--- config.mk ---
export PLATFORM = sky130hd
export DESIGN_NAME = param_stack
export DESIGN_NICKNAME = d
export VERILOG_FILES = /design/src/rtl/param_stack_pkg.sv /design/src/rtl/stack_ptr.sv /design/src/rtl/param_stack.sv
export SDC_FILE = /design/constraint.sdc
export NUM_CORES = 1
export LEC_CHECK = 0
export ABC_CLOCK_PERIOD_IN_PS = 9100
export CAP_MARGIN = 20
export CELL_PAD_IN_SITES_DETAIL_PLACEMENT = 1
export CELL_PAD_IN_SITES_GLOBAL_PLACEMENT = 2
export CORE_AREA = 2 2 164 166
export CTS_BUF_LIST = sky130_fd_sc_hd__clkbuf_4 sky130_fd_sc_hd__clkbuf_8
export CTS_CLUSTER_DIAMETER = 100
export DETAILED_ROUTE_END_ITERATION = 6
export DIE_AREA = 0 0 166 168
export PLACE_DENSITY_LB_ADDON = 0.1
export SETUP_SLACK_MARGIN = 0.4
export SYNTH_ARGS = -nofsm -noshare
export SYNTH_HDL_FRONTEND = slang
export SYNTH_SLANG_ARGS = --single-unit
export TNS_END_PERCENT = 100
--- constraint.sdc ---
create_clock -name i_clock -period 9.1 [get_ports i_clock]
set_clock_uncertainty 0.2 [all_clocks]
set_input_delay 2.73 -clock i_clock [delete_from_list [all_inputs] [get_ports i_clock]]
set_output_delay 2.73 -clock i_clock [all_outputs]
set_load 0.01 [all_outputs]
--- src/rtl/param_stack_pkg.sv ---
// Shared types and helpers for the parameterised LIFO stack.
// The optional peek port is enabled with macro PARAM_STACK_PEEK_EN.
package param_stack_pkg;

    // Encoding is {pop, push}, so the decode is a direct cast of those two bits.
    typedef enum logic [1:0] {
        OP_NOP     = 2'b00,
        OP_PUSH    = 2'b01,
        OP_POP     = 2'b10,
        OP_REPLACE = 2'b11
    } op_e;

    // The count runs 0..DEPTH inclusive, so it needs one bit more than an index.
    function automatic int count_width(input int depth);
        return $clog2(depth) + 1;
    endfunction

endpackage

--- src/rtl/stack_ptr.sv ---
// Saturating occupancy counter for the stack, with full/empty flags.
// Increment is ignored when full and decrement is ignored when empty.
module stack_ptr
    import param_stack_pkg::*;
#(
    parameter  int DEPTH = 16,
    localparam int CW    = count_width(DEPTH)
) (
    input  logic          i_clock,
    input  logic          i_reset,
    input  logic          i_inc,
    input  logic          i_dec,
    output logic [CW-1:0] o_count,
    output logic          o_empty,
    output logic          o_full
);

    logic [CW-1:0] r_count;

    always_ff @(posedge i_clock) begin
        if (i_reset) begin
            r_count <= '0;
        end else if (i_inc && !i_dec && !o_full) begin
            r_count <= r_count + CW'(1);
        end else if (i_dec && !i_inc && !o_empty) begin
            r_count <= r_count - CW'(1);
        end
    end

    assign o_count = r_count;
    assign o_empty = (r_count == '0);
    assign o_full  = (r_count == CW'(DEPTH));

endmodule

--- src/rtl/param_stack.sv ---
// LIFO stack with a dedicated top-of-stack register and sticky error flags.
// Define PARAM_STACK_PEEK_EN to add the i_peek_idx/o_peek random-read port.
module param_stack
    import param_stack_pkg::*;
#(
    parameter  int WIDTH = 16,
    parameter  int DEPTH = 16,
    localparam int AW    = $clog2(DEPTH),
    localparam int CW    = count_width(DEPTH)
) (
    input  logic             i_clock,
    input  logic             i_reset,
    input  logic             i_push,
    input  logic             i_pop,
    input  logic [WIDTH-1:0] i_data,
    input  logic             i_clr_err,
    output logic [WIDTH-1:0] o_top,
    output logic [WIDTH-1:0] o_next,
    output logic [CW-1:0]    o_count,
    output logic             o_empty,
    output logic             o_full,
    output logic             o_overflow,
    output logic             o_underflow
`ifdef PARAM_STACK_PEEK_EN
    ,
    input  logic [AW-1:0]    i_peek_idx,
    output logic [WIDTH-1:0] o_peek
`endif
);

    // r_mem holds the entries beneath the top; slot count-2 is the second entry.
    logic [WIDTH-1:0] r_mem [DEPTH];
    logic [WIDTH-1:0] r_top;
    logic             r_overflow;
    logic             r_underflow;

    op_e              w_op;
    logic             w_inc;
    logic             w_dec;
    logic             w_wr_top;
    logic             w_spill;
    logic             w_ovf_set;
    logic             w_unf_set;
    logic [CW-1:0]    w_count;
    logic             w_empty;
    logic             w_full;
    logic [AW-1:0]    w_wr_idx;
    logic [AW-1:0]    w_nx_idx;
    logic [WIDTH-1:0] w_next;

    stack_ptr #(
        .DEPTH (DEPTH)
    ) u_stack_ptr (
        .i_clock (i_clock),
        .i_reset (i_reset),
        .i_inc   (w_inc),
        .i_dec   (w_dec),
        .o_count (w_count),
        .o_empty (w_empty),
        .o_full  (w_full)
    );

    always_comb begin
        w_op      = op_e'({i_pop, i_push});
        w_inc     = 1'b0;
        w_dec     = 1'b0;
        w_wr_top  = 1'b0;
        w_spill   = 1'b0;
        w_ovf_set = 1'b0;
        w_unf_set = 1'b0;
        case (w_op)
            OP_PUSH: begin
                if (w_full) begin
                    w_ovf_set = 1'b1;
                end else begin
                    w_inc    = 1'b1;
                    w_wr_top = 1'b1;
                    w_spill  = !w_empty;
                end
            end
            OP_POP: begin
                if (w_empty) begin
                    w_unf_set = 1'b1;
                end else begin
                    w_dec = 1'b1;
                end
            end
            OP_REPLACE: begin
                // An empty stack has no top to overwrite, so this degrades to a push.
                w_wr_top = 1'b1;
                w_inc    = w_empty;
            end
            default: ;
        endcase
    end

    // Modulo-2^AW arithmetic on the low count bits is exact for count in 1..DEPTH.
    assign w_wr_idx = w_count[AW-1:0] - AW'(1);
    assign w_nx_idx = w_count[AW-1:0] - AW'(2);
    assign w_next   = (w_count >= CW'(2)) ? r_mem[w_nx_idx] : '0;

    always_ff @(posedge i_clock) begin
        if (w_spill && !i_reset) begin
            r_mem[w_wr_idx] <= r_top;
        end
    end

    always_ff @(posedge i_clock) begin
        if (i_reset) begin
            r_top       <= '0;
            r_overflow  <= 1'b0;
            r_underflow <= 1'b0;
        end else begin
            if (w_wr_top) begin
                r_top <= i_data;
            end else if (w_dec) begin
                r_top <= w_next;
            end
            r_overflow  <= w_ovf_set | (r_overflow  & ~i_clr_err);
            r_underflow <= w_unf_set | (r_underflow & ~i_clr_err);
        end
    end

    assign o_top       = r_top;
    assign o_next      = w_next;
    assign o_count     = w_count;
    assign o_empty     = w_empty;
    assign o_full      = w_full;
    assign o_overflow  = r_overflow;
    assign o_underflow = r_underflow;

`ifdef PARAM_STACK_PEEK_EN
    logic [AW-1:0] w_peek_slot;

    assign w_peek_slot = w_count[AW-1:0] - AW'(1) - i_peek_idx;
    assign o_peek = ({1'b0, i_peek_idx} >= w_count) ? '0 :
                    (i_peek_idx == '0)              ? r_top :
                                                      r_mem[w_peek_slot];
`else
    // Without the peek port the array is only read at the second-entry slot.
`endif

endmodule

==> flow_summary.yaml <==
run_status:
  status: "finished, final reports clean"
yosys:
  async_flop_share: 0
  syn-cell-area_um2: 11600
  ys_types: 52
  ys_seq_elements: 279
  synth-edff-count: 256
  dominantRegCellSynth: "edfxtp_1"
  syn_nets: 761
  syn_area_per_cell_um2: 15.7
  ys_seq_area_frac: 0.705
  synthCells: 734
  yosys_warnings: 0
floorplan:
  start_util: 0.439
  num_rows: 60
  die_area_um2: 27900
  ios: 62
  chipHeight_um: 168
  die_x_um: 166
  fp.coreArea_um2: 26400
setup_path:
  critical_path_depth: 8
  critPathSlowestCell: "ha_1"
  critPathKind: "reg2out"
  rr_startpoint: "u_stack_ptr.o_count[2]"
  cp-end-kind: "output pin"
  reg2reg_depth: 7
  r2r_slack_ps: 5250
  critical-path-top-delay-family: "buffers and inverters"
  arrival_ps: 4590
  critPathCapture: "o_next[1]"
  worst_setup_path_start_kind: "register"
  critPathBufInv: 3
  slowest_delay_ps: 890
  startpoint: "u_stack_ptr.o_count[2]"
  cp_max_fo: 16
  worstPathRequired_ps: 6170
  path_cells: "inv_1 -> ha_1 -> inv_1 -> nand2_1 -> o21ai_0 -> o21ai_0 -> nor2b_1 -> clkdlybuf4s50_1"
  r2r_end: "o_top[5]"
clock_network:
  root_buffer: "clkbuf_8"
  cts.path.max_buffers: 3
  cts_made_buffers: 47
  cts_resized: 0
  clkSinkCount: 279
  path_clk_slew_ps: 60
  post_cts_buffers: 0
  holdBufCountCts: 0
  clk_latency_ps: 550
  cts_tree: "built"
  cts_max_level: 2
sta:
  setup_viol: 0
  slew_violations: 0
  rsz0062_at_grt: "false"
  worst_slew_pin_slew_ps: 1010
  fin_ws_ps: 1580
  max_freq_ghz: 0.133
  tns_ps: 0
  whs_ps: 335
  max-slew-margin-rel: 0.329
  hold_viol: 0
  period_share: 0.826
  fin_crit_ps: 7520
pwr:
  power_leakage_nw: 4.43
  p_per_area_nw_per_um2: 359
  ir_drop_uv: 168
global_routing:
  met1_usage: 0.309
  use_met2: 0.391
  met3_usage: 0.0383
  grt_max_degree: 60
  grt_overflow: 0
  first_global_vias: 7514
  grt_usage: 0.229
  grt_most_used_layer: "met2"
  grt_pass1_wl_mm: 47.7
  antenna_found_initial: 0
route:
  wl_mm: 32.1
  drt-initial-drc-count: 480
  drtPass1Iterations: 4
  viasPerCell: 5.88
  ant_nets: 0
  drc: 0
  wl_per_cell_um: 26.7
  num_vias: 7072
cells_and_area:
  final_area_um2: 13600
  n_antenna_cell: 0
  nets: 852
  drive_gt1_frac: 0.203
  fin_util: 0.515
  areaGrowthSynthToFinish_pct: 17.4
place:
  dp_hpwl_mm: 18.7
  placed_area_um2: 12600
  detailedPlace.worstSlack_ps: 2240
  io_buffers: 61
  gp_congestion: 0.781
job:
  timing.max_cap.violations: 0
hold_path:
  worstHoldPathType: "reg2reg"
## kinds of logic after synthesis
group | after synthesis | synth area share
flip-flops | 279 | 0.705
AO/OA/AOI/OAI | 182 | 0.120
AND/OR/NAND/NOR | 109 | 0.0464
multiplexers | 97 | 0.0952
buffers and inverters | 56 | 0.0227
adder cells (fa/ha/maj) | 6 | 0.00714
XOR/XNOR | 5 | 0.00379
## registers in the layout (all words and copies together), names as in the netlist
register	flops
o_overflow	1
o_top	16
o_underflow	1
r_mem	256
u_stack_ptr.o_count	5
## final cells by class
cell class                 count  area [um2]
clock inverter                14        63.8
inverter                       9        33.8
tap                          341         427
timing repair buffer          89         840
clock buffer                  71         852
sequential                   279        8150
fill                        2534       12800
multi-input combinational    399        3210
## synthesized netlist by cell type (all sizes together), types with 2 or more instances
cell type,n,area (um2)
nor4,3,31.3
mux2,24,270
ha,5,62.6
mux2i,65,651
and2,4,25.0
a211oi,27,263
nor3,2,10.0
dfxtp,23,460
o21bai,12,90.1
nor2,42,158
o2111a,2,22.5
o21a,18,135
o22a,3,26.3
o221ai,34,298
nand2,17,63.8
buf,21,131
o22ai,12,75.1
o221a,2,22.5
nor2b,12,75.1
edfxtp,256,7690
nor3b,2,15.0
clkbuf,26,97.6
mux4,8,180
a2bb2oi,8,70.1
a21oi,29,156
a22oi,9,67.6
a21o,2,15.0
nand2b,4,25.0
o21ai,18,90.1
nand4,3,18.8
nand3,16,80.1
xnor2,4,35.0
inv,9,33.8
## cell usage in the layout (no fill, tap or decap), types with 5 or more instances in the layout
master	netlist	routed
edfxtp_1	256	256
mux4_2	8	8
nand3_1	16	16
mux2i_1	65	65
nand2_1	17	17
a22oi_1	9	9
ha_1	5	5
dfxtp_1	23	21
o22ai_1	12	12
nor2_2	0	16
o221ai_1	34	34
o21bai_1	12	12
mux2_2	24	24
nor2b_1	12	12
a211oi_1	15	15
o21a_1	18	18
nor2_1	42	26
buf_4	1	25
a2bb2oi_1	8	8
clkinv_1	0	10
clkbuf_8	0	51
a21oi_1	28	28
clkbuf_4	0	20
inv_1	9	9
o21ai_0	17	17
clkdlybuf4s50_1	0	61
a211oi_2	12	12
## per-stage QoR
stage | instances | power [mW]
2_1_floorplan | 734 | 2.98
4_1_cts | 1201 | 4.92
6_report | 1202 | 4.87
3_5_place_dp | 1116 | 3.82
3_3_place_gp | 1114 | 3.76
5_1_grt | 1202 | 5.13
## power by group
part | switching [mW] | internal [mW]
combinational | 1.13 | 0.808
sequential | 0.197 | 1.66
clock | 0.482 | 0.596
total | 1.81 | 3.06
## per-layer routing
layer  up-vias  share of wire
met2       198           0.49
li1       3118              -
met5         -              0
met4         0          0.017
met3        48          0.051
met1      3708           0.44
## how the worst min path moves through the flow
stage,cells after the start,from,endpoint
2_1_floorplan,2,o_overflow,o_overflow
3_3_place_gp,2,o_overflow,o_overflow
3_5_place_dp,2,o_underflow,o_underflow
4_1_cts,2,o_underflow,o_underflow
5_1_grt,2,o_underflow,o_underflow
6_report,2,o_underflow,o_underflow
## worst min-delay path: stages, from the launching register on
cell     delay [ps]
dfxtp_1         330
a22oi_1          90
nor2_1           80
(Power assumes the default switching activity.)
